<file path="config.mk">
export PLATFORM = sky130hd
export DESIGN_NAME = game_scoreboard
export DESIGN_NICKNAME = d
export VERILOG_FILES = /design/src/rtl/game_scoreboard.sv
export SDC_FILE = /design/constraint.sdc
export NUM_CORES = 1
export LEC_CHECK = 0
export CORE_MARGIN = 5
export CORE_UTILIZATION = 55
export CTS_CLUSTER_DIAMETER = 60
export CTS_CLUSTER_SIZE = 8
export DETAILED_ROUTE_END_ITERATION = 8
export GPL_TIMING_DRIVEN = 0
export MAX_ROUTING_LAYER = met4
export PLACE_DENSITY = 0.78
export SETUP_SLACK_MARGIN = 0.02
export SKIP_CTS_REPAIR_TIMING = 1
export SLEW_MARGIN = 10
export SYNTH_ARGS = -nofsm -noshare
export SYNTH_HDL_FRONTEND = slang
export SYNTH_SLANG_ARGS = --single-unit
</file>
<file path="constraint.sdc">
create_clock -name clock -period 2.5 [get_ports clock]
set_clock_uncertainty 0.2 [all_clocks]
set_input_delay 0.625 -clock clock [delete_from_list [all_inputs] [get_ports clock]]
set_output_delay 0.625 -clock clock [all_outputs]
set_load 0.01 [all_outputs]
</file>
<file path="src/rtl/game_scoreboard.sv">
// game_scoreboard: match tally and event queue for the counter game block.
//
// Counts rounds per side from GAMEOVER rising edges, declares a match winner
// once a side reaches MATCH_ROUNDS, and queues event records into a small
// first-word-fall-through FIFO drained over a valid/ready handshake.
//
// Ports:
//   clock, reset_n          rising-edge clock, asynchronous active-low reset
//   WINNER, LOSER           one-cycle pulses from the game block
//   GAMEOVER, WHO           round-end flag and round result (10 win, 01 lose)
//   counter_value           payload for WIN/LOSE events
//   clear                   synchronous match restart (FIFO kept)
//   evt_valid/evt_ready     FIFO head handshake
//   evt_code, evt_data      FIFO head record (held after the FIFO empties)
//   evt_time                push-cycle timestamp (optional, see below)
//   win_rounds, lose_rounds round tallies, saturating at 15
//   match_over, match_winner match decided and WHO value of the victor
//   overflow                sticky: an event was lost
//
// Optional feature: define SCOREBOARD_TIMESTAMP_EN to add a 16-bit free-running
// cycle counter, store it with every FIFO entry and expose it on evt_time.
module game_scoreboard #(
    parameter int unsigned COUNTER_SIZE = 4,
    parameter int unsigned MATCH_ROUNDS = 3,
    parameter int unsigned FIFO_DEPTH   = 4
) (
    input  logic                    clock,
    input  logic                    reset_n,
    input  logic                    WINNER,
    input  logic                    LOSER,
    input  logic                    GAMEOVER,
    input  logic [1:0]              WHO,
    input  logic [COUNTER_SIZE-1:0] counter_value,
    input  logic                    clear,
    output logic                    evt_valid,
    input  logic                    evt_ready,
    output logic [2:0]              evt_code,
    output logic [COUNTER_SIZE-1:0] evt_data,
`ifdef SCOREBOARD_TIMESTAMP_EN
    output logic [15:0]             evt_time,
`endif
    output logic [3:0]              win_rounds,
    output logic [3:0]              lose_rounds,
    output logic                    match_over,
    output logic [1:0]              match_winner,
    output logic                    overflow
);
    localparam int unsigned AW           = (FIFO_DEPTH > 2) ? $clog2(FIFO_DEPTH) : 1;
    localparam logic [AW:0] FULL_COUNT   = (AW+1)'(FIFO_DEPTH);
    localparam logic [3:0]  MATCH_TARGET = 4'(MATCH_ROUNDS);
    localparam logic [2:0]  CODE_WIN     = 3'd1;
    localparam logic [2:0]  CODE_LOSE    = 3'd2;
    localparam logic [2:0]  CODE_ROUND_W = 3'd3;
    localparam logic [2:0]  CODE_ROUND_L = 3'd4;
    localparam logic [2:0]  CODE_MATCH   = 3'd5;

    typedef enum logic {StPlay, StMatchEnd} state_t;

    state_t                  state_q;
    logic                    gameover_q;
    logic                    pend_round_q;
    logic [2:0]              pend_round_code_q;
    logic [COUNTER_SIZE-1:0] pend_round_data_q;
    logic                    pend_match_q;

    logic [2:0]              code_mem [FIFO_DEPTH];
    logic [COUNTER_SIZE-1:0] data_mem [FIFO_DEPTH];
    logic [AW-1:0]           wr_ptr_q, rd_ptr_q;
    logic [AW:0]             count_q;
    logic [2:0]              last_code_q;
    logic [COUNTER_SIZE-1:0] last_data_q;
`ifdef SCOREBOARD_TIMESTAMP_EN
    logic [15:0]             time_q;
    logic [15:0]             time_mem [FIFO_DEPTH];
    logic [15:0]             last_time_q;
`endif

    // Input events are only honoured in play and never alongside clear.
    logic       accepting, pulse_evt, round_rise, round_w, round_l, match_hit;
    logic [3:0] win_inc, lose_inc;

    assign accepting  = (state_q == StPlay) && !clear;
    assign pulse_evt  = accepting && (WINNER || LOSER);
    assign round_rise = accepting && GAMEOVER && !gameover_q;
    assign round_w    = round_rise && (WHO == 2'b10);
    assign round_l    = round_rise && (WHO == 2'b01);
    assign win_inc    = (win_rounds == 4'hF) ? 4'hF : win_rounds + 4'd1;
    assign lose_inc   = (lose_rounds == 4'hF) ? 4'hF : lose_rounds + 4'd1;
    assign match_hit  = (round_w && (win_inc == MATCH_TARGET)) ||
                        (round_l && (lose_inc == MATCH_TARGET));

    // Push arbitration: pulse > pending round > pending match. A pending event
    // selected here is consumed whether or not the FIFO has room.
    logic                    push_req, take_round, take_match;
    logic [2:0]              push_code;
    logic [COUNTER_SIZE-1:0] push_data;

    always_comb begin
        push_req   = 1'b0;
        take_round = 1'b0;
        take_match = 1'b0;
        push_code  = 3'd0;
        push_data  = '0;
        if (pulse_evt) begin
            push_req  = 1'b1;
            push_code = LOSER ? CODE_LOSE : CODE_WIN;
            push_data = counter_value;
        end else if (!clear && pend_round_q) begin
            push_req   = 1'b1;
            take_round = 1'b1;
            push_code  = pend_round_code_q;
            push_data  = pend_round_data_q;
        end else if (!clear && pend_match_q) begin
            push_req   = 1'b1;
            take_match = 1'b1;
            push_code  = CODE_MATCH;
            push_data  = COUNTER_SIZE'(match_winner);
        end
    end

    logic pop, push_ok, drop, collision;

    assign evt_valid = (count_q != '0);
    assign pop       = evt_valid && evt_ready;
    assign push_ok   = push_req && ((count_q != FULL_COUNT) || pop);
    assign drop      = push_req && !push_ok;
    // A new round result while the previous one is still waiting overwrites it.
    assign collision = (round_w || round_l) && pend_round_q && !take_round;

    always_ff @(posedge clock or negedge reset_n) begin
        if (!reset_n) begin
            state_q      <= StPlay;
            win_rounds   <= 4'd0;
            lose_rounds  <= 4'd0;
            match_over   <= 1'b0;
            match_winner <= 2'b00;
        end else if (clear) begin
            state_q      <= StPlay;
            win_rounds   <= 4'd0;
            lose_rounds  <= 4'd0;
            match_over   <= 1'b0;
            match_winner <= 2'b00;
        end else begin
            if (round_w) win_rounds <= win_inc;
            if (round_l) lose_rounds <= lose_inc;
            if (match_hit) begin
                state_q      <= StMatchEnd;
                match_over   <= 1'b1;
                match_winner <= WHO;
            end
        end
    end

    always_ff @(posedge clock or negedge reset_n) begin
        if (!reset_n) begin
            gameover_q        <= 1'b0;
            pend_round_q      <= 1'b0;
            pend_round_code_q <= 3'd0;
            pend_round_data_q <= '0;
            pend_match_q      <= 1'b0;
            overflow          <= 1'b0;
        end else begin
            gameover_q <= GAMEOVER;
            if (clear) begin
                pend_round_q <= 1'b0;
                pend_match_q <= 1'b0;
                overflow     <= 1'b0;
            end else begin
                if (round_w || round_l) begin
                    pend_round_q      <= 1'b1;
                    pend_round_code_q <= round_w ? CODE_ROUND_W : CODE_ROUND_L;
                    pend_round_data_q <= COUNTER_SIZE'(round_w ? win_inc : lose_inc);
                end else if (take_round) begin
                    pend_round_q <= 1'b0;
                end
                if (match_hit) pend_match_q <= 1'b1;
                else if (take_match) pend_match_q <= 1'b0;
                if (drop || collision) overflow <= 1'b1;
            end
        end
    end

    always_ff @(posedge clock or negedge reset_n) begin
        if (!reset_n) begin
            wr_ptr_q    <= '0;
            rd_ptr_q    <= '0;
            count_q     <= '0;
            last_code_q <= 3'd0;
            last_data_q <= '0;
            for (int i = 0; i < int'(FIFO_DEPTH); i++) begin
                code_mem[i] <= 3'd0;
                data_mem[i] <= '0;
            end
        end else begin
            if (push_ok) begin
                code_mem[wr_ptr_q] <= push_code;
                data_mem[wr_ptr_q] <= push_data;
                wr_ptr_q           <= wr_ptr_q + 1'b1;
            end
            if (pop) begin
                // Remember the popped head so the outputs hold once empty.
                last_code_q <= code_mem[rd_ptr_q];
                last_data_q <= data_mem[rd_ptr_q];
                rd_ptr_q    <= rd_ptr_q + 1'b1;
            end
            case ({push_ok, pop})
                2'b10:   count_q <= count_q + 1'b1;
                2'b01:   count_q <= count_q - 1'b1;
                default: count_q <= count_q;
            endcase
        end
    end

    always_comb begin
        evt_code = evt_valid ? code_mem[rd_ptr_q] : last_code_q;
        evt_data = evt_valid ? data_mem[rd_ptr_q] : last_data_q;
    end

`ifdef SCOREBOARD_TIMESTAMP_EN
    always_ff @(posedge clock or negedge reset_n) begin
        if (!reset_n) begin
            time_q      <= 16'd0;
            last_time_q <= 16'd0;
            for (int i = 0; i < int'(FIFO_DEPTH); i++) time_mem[i] <= 16'd0;
        end else begin
            time_q <= time_q + 16'd1;
            if (push_ok) time_mem[wr_ptr_q] <= time_q;
            if (pop) last_time_q <= time_mem[rd_ptr_q];
        end
    end

    assign evt_time = evt_valid ? time_mem[rd_ptr_q] : last_time_q;
`endif

endmodule

</file>
==> After elaboration in Yosys (flattened, before gate mapping) <==
Index checks and enable logic that the tools add are counted.
{ "totals": {"ram_bits": 0, "memories": 0, "out_inout_bits": 20, "latch_bits": 0, "regBits": 64, "rom_bits": 0, "inputBits": 13, "elab_cells": 128} }
{ "op_classes": {"reduce_logical": 34, "n_eq_ne": 9, "magnitude_cmp": 3, "addsub": 6, "muxes": 49, "mul": 0, "n_shift": 0, "div_mod_pow": 0, "bitwise_logic": 4} }
{ "op_table": {"columns": ["cell", "n"], "rows": [
  ["4-bit two-way mux", 13],
  ["3-bit two-way mux", 8],
  ["1-bit two-way mux", 17],
  ["16-bit bitwise mux", 1],
  ["1-bit logical AND", 16],
  ["12-bit bitwise mux", 1],
  ["2-bit nonzero test", 5],
  ["3-bit nonzero test", 3],
  ["4-bit by 1-bit adder with 4-bit output (second input constant)", 2],
  ["4-bit binary-select mux with 2-bit select", 1],
  ["4-bit demux with 2-bit select", 1],
  ["4-bit by 2-bit equality test with 1-bit output (second input constant)", 2],
  ["4-bit equality test (second input constant)", 2],
  ["2-bit two-way mux", 4],
  ["3-bit binary-select mux with 2-bit select", 1],
  ["3-bit demux with 2-bit select", 1],
  ["3-bit >= comparator (second input constant)", 2],
  ["2-bit inverter with 3-bit output", 2],
  ["3-bit one-hot mux with 2 select lines", 1],
  ["1-bit logical OR", 5],
  ["2-bit by 1-bit adder with 2-bit output (second input constant)", 2],
  ["2-bit by 1-bit equality test with 1-bit output (second input constant)", 2],
  ["2-bit equality test (second input constant)", 2],
  ["1-bit logical NOT", 4],
  ["other kinds (6)", 7]
]} }

==> Logic depth before layout (Yosys ltp) <==
{ "logic_depth": {"ltp_word": 11, "ltp_mapped": 8, "depth_no_buf": 7} }

==> Worst setup path after synthesis <==
No wires, ideal clock.
{ "synth_path": {"kind": "input to register", "from": "input clear", "to": "register count_q[2]", "setup_ns": 0.080, "path_buffers": 2, "t_required_ns": 2.220, "setup_slack_ns": 0.141, "stages": 8, "arrival_ns": 2.079, "cell_sequence": "buf_6 buf_1 a21oi_1 nand2b_1 fa_1 nand2_1 a2bb2oi_1 xnor2_1"} }
{ "synth_via": {"elab_chain_len": 8, "word_cells_on_any_way": 13, "cone_classes": "eq/ne: 2; mux: 4; reduce/logical: 7"} }
{ "synth_rtl": {"columns": ["item", "line", "rtl"], "rows": [
  ["from (decl)", "34", "input logic clear,"],
  ["1-bit logical NOT *", "82, 108, 113", null],
  ["1-bit logical AND", "113", "end else if (!clear && pend_match_q) begin"],
  ["1-bit two-way mux", "113", null],
  ["1-bit two-way mux", "108", "end else if (!clear && pend_round_q) begin"],
  ["1-bit two-way mux *", "104", "if (pulse_evt) begin"],
  ["1-bit logical AND *", "125", "assign push_ok = push_req && ((count_q != FULL_COUNT) || pop);"],
  ["2-bit by 1-bit equality test with 1-bit output / 2-bit equality test (equally long branches)", "206", "case ({push_ok, pop})"],
  ["3-bit one-hot mux with 2 select lines / 2-bit nonzero test (equally long branches)", null, null],
  ["to (signal assigned)", "207", "2'b10: count_q <= count_q + 1'b1;"],
  ["to (signal assigned)", "208", "2'b01: count_q <= count_q - 1'b1;"],
  ["to (signal assigned)", "209", "default: count_q <= count_q;"],
  ["to (decl)", "69", "logic [AW:0] count_q;"]
]} }
Every way passes the cells marked *; elsewhere a longest branch is shown, timed or not.
A chain may end at the register's enable or synchronous reset.

==> Worst setup path in the final report <==
{ "layout_path": {"from": "register rd_ptr_q[0]", "to": "output evt_code[1]"} }
{ "layout_via": {"elab_chain_len": 5} }
{ "layout_rtl": {"columns": ["item", "line", "rtl"], "rows": [
  ["from (decl)", "68", "logic [AW-1:0] wr_ptr_q, rd_ptr_q;"],
  ["from (signal assigned)", "204", "rd_ptr_q <= rd_ptr_q + 1'b1;"],
  ["2-bit inverter with 3-bit output (not written as such)", "215", "evt_code = evt_valid ? code_mem[rd_ptr_q] : last_code_q;"],
  ["3-bit binary-select mux with 2-bit select", "215", null],
  ["3-bit two-way mux (not written as such) (2 in series)", "215", null],
  ["3-bit two-way mux", "215", null],
  ["to (decl)", "37", "output logic [2:0] evt_code,"]
]} }
Every way passes these cells. The select of a mux whose other input is x is not followed.

==> summary.md <==
| Metric | Value |
|---|---|
| Tmin final | 2.68 ns |
| Post-synth EDFFs | 0 |
| Cell area after synthesis | 3190 um2 |
| Htree depth | 3 |
| Worst rel slew slack | 47.6% |
| Ant diodes | 0 |
| Mean Syn Cell Area | 10.7 um2 |
| Static Leak | 1.78 nW |
| MaxCap Viol Count | 0 |
| Clock buffer depth | 2 |
| Die width | 86.2 um |
| DR vias | 2416 |
| Largest net degree at the start of global routing | 64 |
| Pre-antenna DRT Iters | 5 |
| Post-DP HPWL | 4770 um |
| Initial antenna violation count | 0 |
| Vias per inst | 5.66 |
| Placer congestion estimate | 0.836 |
| Slowest stage delay, CP | 0.50 ns |
| Worst Setup Slack, final | -0.184 ns |
| Fin util | 71.2% |
| Async SR Flop Fraction | 100% |
| Area grow syn2layout | 24.3% |
| Slowest CP cell | mux4_2 |
| Total Routing Usage GR | 21.0% |
| Syn nets | 319 |
| Mapped Cells | 299 |
| Worst VDD drop | 0.659 mV |
| Post-DRT Antenna Nets | 0 |
| Critical Path Start Type | register |
| Boundary Pins | 33 |
| DR DRC count | 0 |
| Worst-Margin Slew | 0.786 ns |
| HP Class | input port to async pin |
| Main synth FF type | dfrtp_1 |
| Die height | 86.2 um |
| Maximum fanout along the worst path | 8 |
| Core area | 5570 um2 |
| Yosys cell types | 52 |
| CTS Buf Count | 9 |
| Clock root cell | clkbuf_8 |
| Crit path buf inv count | 3 |
| P per Cell Area | 1100 nW/um2 |
| Num rows | 27 |
| Port buffer count | 31 |
| Register area share after synthesis | 49.4% |
| Clock slew at reported path FFs | 0.07 ns |
| Final hold violation count | 0 |
| Top post-synthesis cells by area | dfrtp_1, a21oi_1, mux4_2 |
| Largest area contributor in the netlist | dfrtp_1 |
| Grt ovf | 0 |
| Run status | finished, violations left |
| Initial DRC Count | 226 |
| Crit path DAT | 1.86 ns |
| Critical Path RT | 1.67 ns |
| Fmax | 373 MHz |
| Starting Density | 57.3% |
| Pre-CTS WS | -0.517 ns |
| CP cell instances | buf_8, buf_4, mux4_2, mux2_4, buf_6 |
| Area of the die | 7430 um2 |
| Routed wire length | 6880 um |
| Synth Register Bits | 63 |
| Clk sinks | 63 |
| Setup Viol. Count Final | 7 |
| Yosys warning count | 0 |
| Vias in the first global route | 2464 |
| Routed wire per std cell | 16.1 um |
| First-pass GRT wire length | 11900 um |
| Failing checks | negative setup slack |
| Fin nets | 370 |
| Worst hold slack | 0.172 ns |
| Critical path capture point type | output port |
| Yosys top cell area share | 49.4% |
| Fin. max-slew vios | 0 |
| Later-pin clock latency in the skew report | 0.34 ns |
| RSZ-0062 raised after global routing | true |
| CP top delay family | multiplexers |
| Fill cell count | 442 |
| Layout cell share with drive strength beyond 1 | 21.7% |
| PnR Total Power | 4.36 mW |
| CP Class | register to output port |
| Tcrit/Tclk final | 107% |
| CTS tree | done |
cell families (layout without fill, tap and decap cells):
kind of cell             Yosys count  after routing  synth area share [%]
multiplexers                      19             19                  8.97
AO/OA/AOI/OAI                     73             73                  16.2
AND/OR/NAND/NOR                  103            103                  16.3
buffers and inverters             28             84                  4.51
flip-flops                        63             63                  49.4
XOR/XNOR                           6              6                  1.65
adder cells (fa/ha/maj)            7              7                  2.98
worst paths after layout:
| kind | start | endpoint | slack, ns | cells past startpoint |
|---|---|---|---|---|
| setup / recovery | rd_ptr_q[0] | evt_code[1] | -0.18 | 5 |
| hold / removal | reset_n | data_mem[0] | 0.17 | 1 |
| setup reg to reg | pend_round_q | count_q[2] | 0.23 | 7 |
| hold reg to reg | last_data_q[3] | last_data_q[3] | 0.28 | 2 |
| max in group asynchronous | reset_n | win_rounds[0] | 1.41 | 1 |
| min in group clock | last_data_q[3] | last_data_q[3] | 0.28 | 2 |
metal layers:
metal / up-vias / GRT usage (%) / routed length [um]
met5: - / - / 0
met4: 0 / 8.64 / 142
met3: 14 / 3.99 / 326
met2: 56 / 32.2 / 3320
met1: 1185 / 27.5 / 3090
li1: 1161 / - / -
synthesized netlist by cell type (3+ instances only):
library cell  count
a2111oi_2         3
a21oi_1          36
a22oi_1           3
a31oi_1           4
buf_2             4
buf_4             3
buf_6             3
clkbuf_1          4
dfrtp_1          63
ha_1              6
inv_1            13
mux2_2            7
mux2i_1           5
mux4_2            7
nand2_1          32
nand2b_1          4
nand3_1           9
nor2_1           38
nor2b_1           5
o21ai_0           7
xnor2_1           5
through the flow:
stage               instances  cell area [um2]  TNS (ns)
floorplan                 299             3190         0
global placement          402             3590   -101.49
detailed placement        402             3590    -10.41
CTS                       418             3800     -4.70
global route              427             3970     -1.58
finish                    427             3970    -0.955
cell type report:
cell class	instances	area [um2]	area share [%]
Clock buffer	13	169	4.26
Tap cell	72	90.1	2.27
Timing Repair Buffer	41	404	10.2
Multi-Input combinational cell	208	1530	38.7
Clock inverter	3	40.0	1.01
Sequential cell	63	1580	39.7
Buffer	14	105	2.65
Inverter	13	48.8	1.23
flip-flops by register name (all words and copies together) (netlist names), 3 cells and up:
signal / cells
data_mem: 16
code_mem: 12
win_rounds: 4
last_code_q: 3
lose_rounds: 4
pend_round_data_q: 4
count_q: 3
last_data_q: 4
cells in the final DEF (no fill, tap or decap), types with 2 or more instances in the layout:
master	count
clkbuf_2	3
inv_1	13
nand2b_1	4
mux2_4	5
a222oi_1	2
a31oi_1	4
clkinv_2	2
nor4b_4	2
nor2_1	37
nand2_1	32
a211o_1	2
clkbuf_8	12
ha_1	6
buf_4	11
a22oi_1	3
xnor2_1	5
clkbuf_1	3
mux4_2	7
a31o_2	2
nor2b_1	5
o21ai_0	7
and3_1	2
a2111oi_4	3
nand4_1	2
buf_6	10
nand3_1	9
a21oi_1	35
a211oi_1	2
buf_2	3
clkdlybuf4s50_1	20
mux2_2	2
mux2i_1	5
dfrtp_1	63
dlymetal6s2s_1	3
power by group:
| group | total (mW) | internal (mW) | switching (mW) |
|---|---|---|---|
| registers | 1.64 | 1.39 | 0.252 |
| clock network | 0.920 | 0.539 | 0.380 |
| logic | 1.79 | 0.994 | 0.800 |
| total | 4.36 | 2.93 | 1.43 |
Note: power is estimated with default switching activity, not from simulation.
